--- src/rtl/mem_arbiter_if.sv ---
// rtl/mem_arbiter_if.sv - fetch, data and memory-side signal bundle for mem_arbiter
interface mem_arbiter_if;
   logic        if_req_valid;
   logic [31:0] if_req_addr;
   logic        if_req_ready;
   logic        if_resp_valid;
   logic [31:0] if_resp_data;
   logic        if_resp_err;

   logic        d_req_valid;
   logic [31:0] d_req_addr;
   logic [31:0] d_req_wdata;
   logic        d_req_we;
   logic        d_req_ready;
   logic        d_resp_valid;
   logic [31:0] d_resp_data;
   logic        d_resp_err;

   logic [31:0] mem_address;
   logic [31:0] mem_write_data;
   logic        mem_write_enable;
   logic [31:0] mem_read_data;

   modport master (
      output if_req_valid, if_req_addr,
      input  if_req_ready, if_resp_valid, if_resp_data, if_resp_err,
      output d_req_valid, d_req_addr, d_req_wdata, d_req_we,
      input  d_req_ready, d_resp_valid, d_resp_data, d_resp_err,
      input  mem_address, mem_write_data, mem_write_enable,
      output mem_read_data
   );

   modport slave (
      input  if_req_valid, if_req_addr,
      output if_req_ready, if_resp_valid, if_resp_data, if_resp_err,
      input  d_req_valid, d_req_addr, d_req_wdata, d_req_we,
      output d_req_ready, d_resp_valid, d_resp_data, d_resp_err,
      output mem_address, mem_write_data, mem_write_enable,
      input  mem_read_data
   );
endinterface

--- src/rtl/mem_arbiter.sv ---
// rtl/mem_arbiter.sv - two-port (fetch/data) arbiter onto a single-port word memory
// Alternating priority on contention; every accepted request gets a one-cycle response slot.
module mem_arbiter #(
   parameter int WORDS = 64
) (
   input  logic          clk,
   input  logic          rst,
   mem_arbiter_if.slave  bus
);
   typedef enum logic {IDLE = 1'b0, RESP = 1'b1} state_t;

   localparam logic GNT_IF = 1'b0;
   localparam logic GNT_D  = 1'b1;

   state_t      state_q, state_d;
   logic        last_grant_q;
   logic        resp_id_q;
   logic [31:0] resp_data_q;
   logic        resp_err_q;

   logic        grant_if, grant_d;
   logic        win_err;
   logic        if_resp_on, d_resp_on;

   function automatic logic addr_err(input logic [31:0] a);
      return (a[1:0] != 2'b00) || ({2'b00, a[31:2]} >= 32'(WORDS));
   endfunction

   always_ff @(posedge clk) begin
      if (rst) state_q <= IDLE;
      else     state_q <= state_d;
   end

   always_comb begin
      state_d = state_q;
      case (state_q)
         IDLE:    if (grant_if || grant_d) state_d = RESP;
         RESP:    state_d = IDLE;
         default: state_d = IDLE;
      endcase
   end

   // Grants exist only in IDLE outside reset; the port not served last wins a tie.
   always_comb begin
      grant_if             = 1'b0;
      grant_d              = 1'b0;
      win_err              = 1'b0;
      bus.mem_address      = 32'h0;
      bus.mem_write_data   = 32'h0;
      bus.mem_write_enable = 1'b0;
      if (state_q == IDLE && !rst) begin
         grant_if = bus.if_req_valid && (!bus.d_req_valid || last_grant_q == GNT_D);
         grant_d  = bus.d_req_valid && (!bus.if_req_valid || last_grant_q == GNT_IF);
      end
      if (grant_d) begin
         win_err              = addr_err(bus.d_req_addr);
         bus.mem_address      = bus.d_req_addr;
         bus.mem_write_data   = bus.d_req_wdata;
         bus.mem_write_enable = bus.d_req_we && !win_err;
      end else if (grant_if) begin
         win_err         = addr_err(bus.if_req_addr);
         bus.mem_address = bus.if_req_addr;
      end
      bus.if_req_ready  = grant_if;
      bus.d_req_ready   = grant_d;

      if_resp_on        = (state_q == RESP) && (resp_id_q == GNT_IF);
      d_resp_on         = (state_q == RESP) && (resp_id_q == GNT_D);
      bus.if_resp_valid = if_resp_on;
      bus.if_resp_data  = if_resp_on ? resp_data_q : 32'h0;
      bus.if_resp_err   = if_resp_on && resp_err_q;
      bus.d_resp_valid  = d_resp_on;
      bus.d_resp_data   = d_resp_on ? resp_data_q : 32'h0;
      bus.d_resp_err    = d_resp_on && resp_err_q;
   end

   always_ff @(posedge clk) begin
      if (rst) begin
         last_grant_q <= GNT_D;
         resp_id_q    <= GNT_IF;
         resp_data_q  <= 32'h0;
         resp_err_q   <= 1'b0;
      end else if (grant_if || grant_d) begin
         last_grant_q <= grant_d;
         resp_id_q    <= grant_d;
         resp_err_q   <= win_err;
         resp_data_q  <= (win_err || (grant_d && bus.d_req_we)) ? 32'h0 : bus.mem_read_data;
      end
   end
endmodule

--- src/flat_wrapper.sv ---
// flat-port wrapper written by rule: the top's interface ports become plain ports
module mem_arbiter_flat 
#(
   parameter int WORDS = 64
)
  (clk, rst, bus_if_req_valid, bus_if_req_addr, bus_if_req_ready, bus_if_resp_valid, bus_if_resp_data, bus_if_resp_err, bus_d_req_valid, bus_d_req_addr, bus_d_req_wdata, bus_d_req_we, bus_d_req_ready, bus_d_resp_valid, bus_d_resp_data, bus_d_resp_err, bus_mem_address, bus_mem_write_data, bus_mem_write_enable, bus_mem_read_data);
  mem_arbiter_if bus_i ();
  input  logic clk;
  input  logic rst;
  input wire logic [$bits(bus_i.if_req_valid)-1:0] bus_if_req_valid;
  input wire logic [$bits(bus_i.if_req_addr)-1:0] bus_if_req_addr;
  output wire logic [$bits(bus_i.if_req_ready)-1:0] bus_if_req_ready;
  output wire logic [$bits(bus_i.if_resp_valid)-1:0] bus_if_resp_valid;
  output wire logic [$bits(bus_i.if_resp_data)-1:0] bus_if_resp_data;
  output wire logic [$bits(bus_i.if_resp_err)-1:0] bus_if_resp_err;
  input wire logic [$bits(bus_i.d_req_valid)-1:0] bus_d_req_valid;
  input wire logic [$bits(bus_i.d_req_addr)-1:0] bus_d_req_addr;
  input wire logic [$bits(bus_i.d_req_wdata)-1:0] bus_d_req_wdata;
  input wire logic [$bits(bus_i.d_req_we)-1:0] bus_d_req_we;
  output wire logic [$bits(bus_i.d_req_ready)-1:0] bus_d_req_ready;
  output wire logic [$bits(bus_i.d_resp_valid)-1:0] bus_d_resp_valid;
  output wire logic [$bits(bus_i.d_resp_data)-1:0] bus_d_resp_data;
  output wire logic [$bits(bus_i.d_resp_err)-1:0] bus_d_resp_err;
  output wire logic [$bits(bus_i.mem_address)-1:0] bus_mem_address;
  output wire logic [$bits(bus_i.mem_write_data)-1:0] bus_mem_write_data;
  output wire logic [$bits(bus_i.mem_write_enable)-1:0] bus_mem_write_enable;
  input wire logic [$bits(bus_i.mem_read_data)-1:0] bus_mem_read_data;
  assign bus_i.if_req_valid = bus_if_req_valid;
  assign bus_i.if_req_addr = bus_if_req_addr;
  assign bus_if_req_ready = bus_i.if_req_ready;
  assign bus_if_resp_valid = bus_i.if_resp_valid;
  assign bus_if_resp_data = bus_i.if_resp_data;
  assign bus_if_resp_err = bus_i.if_resp_err;
  assign bus_i.d_req_valid = bus_d_req_valid;
  assign bus_i.d_req_addr = bus_d_req_addr;
  assign bus_i.d_req_wdata = bus_d_req_wdata;
  assign bus_i.d_req_we = bus_d_req_we;
  assign bus_d_req_ready = bus_i.d_req_ready;
  assign bus_d_resp_valid = bus_i.d_resp_valid;
  assign bus_d_resp_data = bus_i.d_resp_data;
  assign bus_d_resp_err = bus_i.d_resp_err;
  assign bus_mem_address = bus_i.mem_address;
  assign bus_mem_write_data = bus_i.mem_write_data;
  assign bus_mem_write_enable = bus_i.mem_write_enable;
  assign bus_i.mem_read_data = bus_mem_read_data;
  mem_arbiter #(.WORDS(WORDS)) u_core (.clk(clk), .rst(rst), .bus(bus_i));
endmodule
--- config.mk ---
export PLATFORM = sky130hd
export DESIGN_NAME = mem_arbiter_flat
export DESIGN_NICKNAME = d
export VERILOG_FILES = /design/src/rtl/mem_arbiter_if.sv /design/src/rtl/mem_arbiter.sv /design/src/flat_wrapper.sv
export SDC_FILE = /design/constraint.sdc
export NUM_CORES = 1
export LEC_CHECK = 0
export CORE_AREA = 2 2 103 105
export DETAILED_ROUTE_END_ITERATION = 7
export DIE_AREA = 0 0 105 107
export HOLD_SLACK_MARGIN = 0.08
export PLACE_DENSITY = 0.73
export SYNTH_ARGS = -nofsm -noshare
export SYNTH_HDL_FRONTEND = slang
export SYNTH_SLANG_ARGS = --single-unit
export TNS_END_PERCENT = 20
--- constraint.sdc ---
create_clock -name clk -period 1.7 [get_ports clk]
set_clock_uncertainty 0.1 [all_clocks]
set_input_delay 0.34 -clock clk [delete_from_list [all_inputs] [get_ports clk]]
set_output_delay 0.34 -clock clk [all_outputs]
set_load 0.02 [all_outputs]
# --- Yosys cells after proc, flatten, opt, wreduce, memory -nomap -nowiden ---
# Cells that the tools add are included.
# W data, S select, Z words.
op_classes:
  n_bitwise: 3
  n_reduce_logical: 21
  n_lt_le_gt_ge: 2
  n_mux: 13
ops:
  columns: ["operator", "n"]
  rows:
  - ["$mux W32", 6]
  - ["$ge A30 B7 Y1 const B", 2]
  - ["$logic_and A1 B1 Y1", 9]
  - ["$logic_or A1 B1 Y1", 6]
  - ["$mux W1", 6]
  - ["$logic_not A1 Y1", 4]
  - ["$reduce_bool A2 Y1", 2]
  - ["$not A1 Y1", 3]
  - ["$pmux W1 S2", 1]
word_totals:
  in_bits: 133
  ff_bits: 36
  output_inout_bits: 135
  elab_cells: 44

# --- Logic depth before layout (Yosys ltp) ---
logic_depth:
  word_depth: 8
  ltp_mapped: 7
  mapped_depth_nobuf: 6

# --- Least setup slack after synthesis ---
# No wires, ideal clock.
synth_path:
  path_kind: "register -> output"
  start: "register u_core.last_grant_q"
  end: "output bus_mem_write_data[22]"
  required_time_ns: 1.260
  arrival_ns: 1.543
  path_stages_with_launch: 7
  path_slack_ns: -0.283
  path_buffers: 2
  cell_sequence: "dfxtp_1 nand2b_1 and3_1 buf_2 nor2_1 clkbuf_1 and2_1"
synth_between:
  elab_chain_len: 5
synth_rtl:
  columns: ["item", "line_no", "source"]
  rows:
  - ["from (decl)", "mem_arbiter.sv:16", "logic last_grant_q;"]
  - ["from (signal assigned)", "mem_arbiter.sv:84", "last_grant_q <= grant_d;"]
  - ["$not A1 Y1", "mem_arbiter.sv:53", "grant_d = bus.d_req_valid && (!bus.if_req_valid || last_grant_q == GNT_IF);"]
  - ["$logic_or A1 B1 Y1", "mem_arbiter.sv:53", null]
  - ["$logic_and A1 B1 Y1", "mem_arbiter.sv:53", null]
  - ["$mux W1", "mem_arbiter.sv:51", "if (state_q == IDLE && !rst) begin"]
  - ["named net bus_d_req_ready", "flat_wrapper.sv:20", "output wire logic [$bits(bus_i.d_req_ready)-1:0] bus_d_req_ready;"]
  - ["$mux W32", "mem_arbiter.sv:55", "if (grant_d) begin"]
  - ["to (decl)", "flat_wrapper.sv:25", "output wire logic [$bits(bus_i.mem_write_data)-1:0] bus_mem_write_data;"]
# The timed path passes the listed nets, and every way through them passes these cells.

# --- Final worst setup path ---
layout_path:
  start: "register u_core.state_q"
  end: "output bus_mem_address[14]"
layout_between:
  elab_chain_len: 5
  elab_cells_between_ends: 6
  cone_classes: "mux (4); bitwise (1); reduce/logical (1)"
layout_rtl:
  columns: ["item", "line_no", "source"]
  rows:
  - ["from (decl)", "mem_arbiter.sv:15", "state_t state_q, state_d;"]
  - ["from (signal assigned)", "mem_arbiter.sv:31", "else state_q <= state_d;"]
  - ["$not A1 Y1 *", "mem_arbiter.sv:51", null]
  - ["$logic_and A1 B1 Y1 *", "mem_arbiter.sv:51", null]
  - ["$mux W1", "mem_arbiter.sv:51", null]
  - ["$mux W32", "mem_arbiter.sv:60", "end else if (grant_if) begin"]
  - ["$mux W32 *", "mem_arbiter.sv:55", null]
  - ["to (decl)", "flat_wrapper.sv:24", "output wire logic [$bits(bus_i.mem_address)-1:0] bus_mem_address;"]
# Mark *: on every way between the ends. The rest lies on a longest branch, timed or not.

==> run_results.csv <==
group,metric,value,unit
critical_path,r2r_start,"u_core.state_q",
yosys,synthesis.nets,397,
yosys,ys.warnings.count,0,
global_routing,grt_pass1_wl,19700,um
floorplan,die_h,107,um
routing,firstDrtPassIters,4,
critical_path,worstPathRequired,1.26,ns
yosys,synth_area_per_cell,8.75,um^2
cts,insertion_delay,0.29,ns
job,max_cap_violations,0,
yosys,synth_edf_count,0,
placement,gp_congestion,0.936,
floorplan,initial_core_util,22.9,%
routing,routed_via_density,4.73,
timing,fin_tns_setup,-39.33,ns
worst_hold_path,min-delay-start,"u_core.resp_data_q[28]",
cts,hold_buffers,0,
floorplan,ioPinCount,268,
critical_path,end_kind,"output port",
critical_path,ff2ff_path_depth,8,
routing,wl_met2,7520,um
critical_path,reg2reg_to,"u_core.resp_data_q[26]",
yosys,synth_top_area_cell,"dfxtp_1",
yosys,yosysTopAreaCellShare,31.2,%
floorplan,die_area,11200,um^2
placement,placed_cells,701,
yosys,synthFlopType,"dfxtp_1",
yosys,ys_seq_area_share,31.2,%
timing,min_period_over_period,124,%
yosys,synth_cells,264,
cts,cts_buffers,5,
timing,timing.fmax,0.476,GHz
pwr,power,3.16,mW
yosys,synth.most_common_cell,"and2_1",
worst_hold_path,hold_class,"reg -> reg",
layout,num-nets-final,735,
pwr,p_per_area,479,nW/um^2
timing,relSlewSlack,81.8,%
timing,worst_slack,-0.401,ns
worst_hold_path,hold_end,"u_core.resp_data_q[28]",
critical_path,crit_fanout,10,
timing,finalCriticalPeriod,2.10,ns
floorplan,fp-row-count,37,
yosys,synthDistinctLibCells,27,
global_routing,first_global_vias,3629,
global_routing,grt_max_degree,38,
global_routing,grt_overflow,0,
yosys,syn_area,2310,um^2
global_routing,antenna_found_initial,2,
critical_path,start_kind,"register",
layout,layout-drive-gt1-share,62.4,%
cts,h-tree-depth,2,
pwr,p_leak,3.17,nW
run_status,status,"finished with violations",
routing,drt_iter0_markers,127,
yosys,ys_ff_latch,36,
layout,nFillCells,850,
yosys,synth_top_cells_by_area,"dfxtp_1, and2_1, a22o_1",
routing,met1Wirelength,5220,um
critical_path,reg2reg_setup_slack,-0.16,ns
global_routing,grt_use_total,22.2,%
critical_path,worstPathArrival,1.66,ns
cts,clock-sinks,36,
yosys,synth_async_sr_flop_share,0,%
yosys,ys_top_cells_by_count,"and2_1, a22o_1, dfxtp_1",
layout,syn2layout_area_growth,185,%
floorplan,fp.dieW,105,um
run_status,violations,"setup timing",
layout,final_util,65.4,%
timing,rsz0062_at_grt,"yes",
timing,hold_viol_final,0,
timing,tightestPinTransition,0.271,ns
routing,ant_nets,0,
routing,drc,0,
cts,cts_tree,"done",
routing,vias,3499,
layout,final-instance-count-excl-fill,740,
routing,avgRoutedWirePerCell,18.7,um
cts,root_buffer,"clkbuf_8",
pwr,ir_worst_vdd,0.304,mV
placement,hpwl,10200,um
worst_hold_path,holdPathStages,1,
routing,routed.top_layer,"met5",
timing,finalSetupViolCount,149,
cts,cts.path.max_buffers,2,
floorplan,coreArea,10100,um^2
critical_path,crit_type,"reg -> out",
routing,wl,13800,um
placement,io_buffer_count,267,
cts,path_clk_slew,0.08,ns
timing,slew_violations,0,
placement,dp_slack,-1.21,ns
routing,route.met3.wl,871,um
==> cell type report <==
class / instances / area [um^2] / share of cell area (%)
multi-input combinational: 200 / 1990 / 30.1
timing repair buffer: 358 / 3590 / 54.5
clock buffer: 5 / 68.8 / 1.04
clock inverter: 3 / 42.5 / 0.645
tap: 136 / 170 / 2.58
sequential: 36 / 727 / 11.0
antenna: 1 / 2.50 / 0.0379
inverter: 1 / 3.75 / 0.0569
==> repair_timing <==
action / CTS / global route
resized for setup: 658 / 193
pin swaps: 19 / 10
cloned: 7 / 7
endpoints found under the setup margin: 168 / 156
buffers inserted: 10 / 7
==> report_power, final <==
part           internal (mW)  switching [mW]
clock                  0.434           0.320
combinational          0.884           0.616
sequential             0.875          0.0287
total                   2.19           0.965
==> flip-flops by register name, indices dropped and copies added, names as in the netlist <==
register	flops
u_core.state_q	1
u_core.resp_data_q	32
u_core.last_grant_q	1
u_core.resp_id_q	1
u_core.resp_err_q	1
==> cells by family (layout without fill, tap and decap cells) <==
logic type	Yosys count	count (layout)	synth area share, %
simple gates	130	130	35.1
compound gates	70	70	27.9
flops	36	36	31.2
buf+inv	28	367	5.85
other cells	0	1	0
==> layer usage <==
layer | track usage (%) | vias to the layer above
met5 | 0 | -
met4 | 5.33 | 2
met3 | 5.29 | 14
met2 | 43.6 | 160
met1 | 23.7 | 1659
li1 | - | 1664
==> metrics by stage <==
step	hold slack, ns	instance area, um^2
floorplan	0.345	2700
global placement	0.372	5870
detailed placement	0.377	5870
CTS	0.400	6350
global route	0.435	6600
finish	0.406	6600
==> cell usage in the layout (no fill, tap or decap), types with 2 or more instances in the layout <==
cell and instances:
buf_6 103, clkdlybuf4s50_1 100, buf_4 72, and2_4 36, dfxtp_1 33, a22o_4 29, and3_1 25, a22o_2 24
buf_2 21, and2_1 18, dlygate4sd2_1 15, and2_2 12, clkbuf_2 12, a22o_1 11, clkdlybuf4s15_2 11, and3_4 10
buf_16 7, nor4_2 6, clkbuf_8 5, buf_12 5, dlymetal6s2s_1 4, clkdlybuf4s15_1 4, nor2_1 3, nor4_4 3
nor4_1 3, clkbuf_16 3, nor2_4 2, nand4_1 2, nand2_1 2, nand2b_1 2, dfxtp_2 2
==> how the worst max path moves through the flow <==
stage,from,to,slack [ns]
2_1_floorplan,rst,bus_mem_address[10],-0.03
3_3_place_gp,bus_d_req_addr[14],bus_mem_write_enable,-1.16
3_5_place_dp,bus_d_req_addr[14],bus_mem_write_enable,-1.21
4_1_cts,u_core.state_q,bus_mem_address[24],-0.41
5_1_grt,u_core.state_q,bus_mem_address[13],-0.45
6_report,u_core.state_q,bus_mem_address[14],-0.40
==> worst max-delay path, stage by stage, from the launching register on <==
cell and delay [ns]:
dfxtp_4 0.37, nor2_4 0.09, and3_4 0.22, nor2_4 0.06
buf_6 0.14, buf_16 0.15, a22o_4 0.22, buf_6 0.13
No activity file was read; power rests on OpenSTA's default activity.
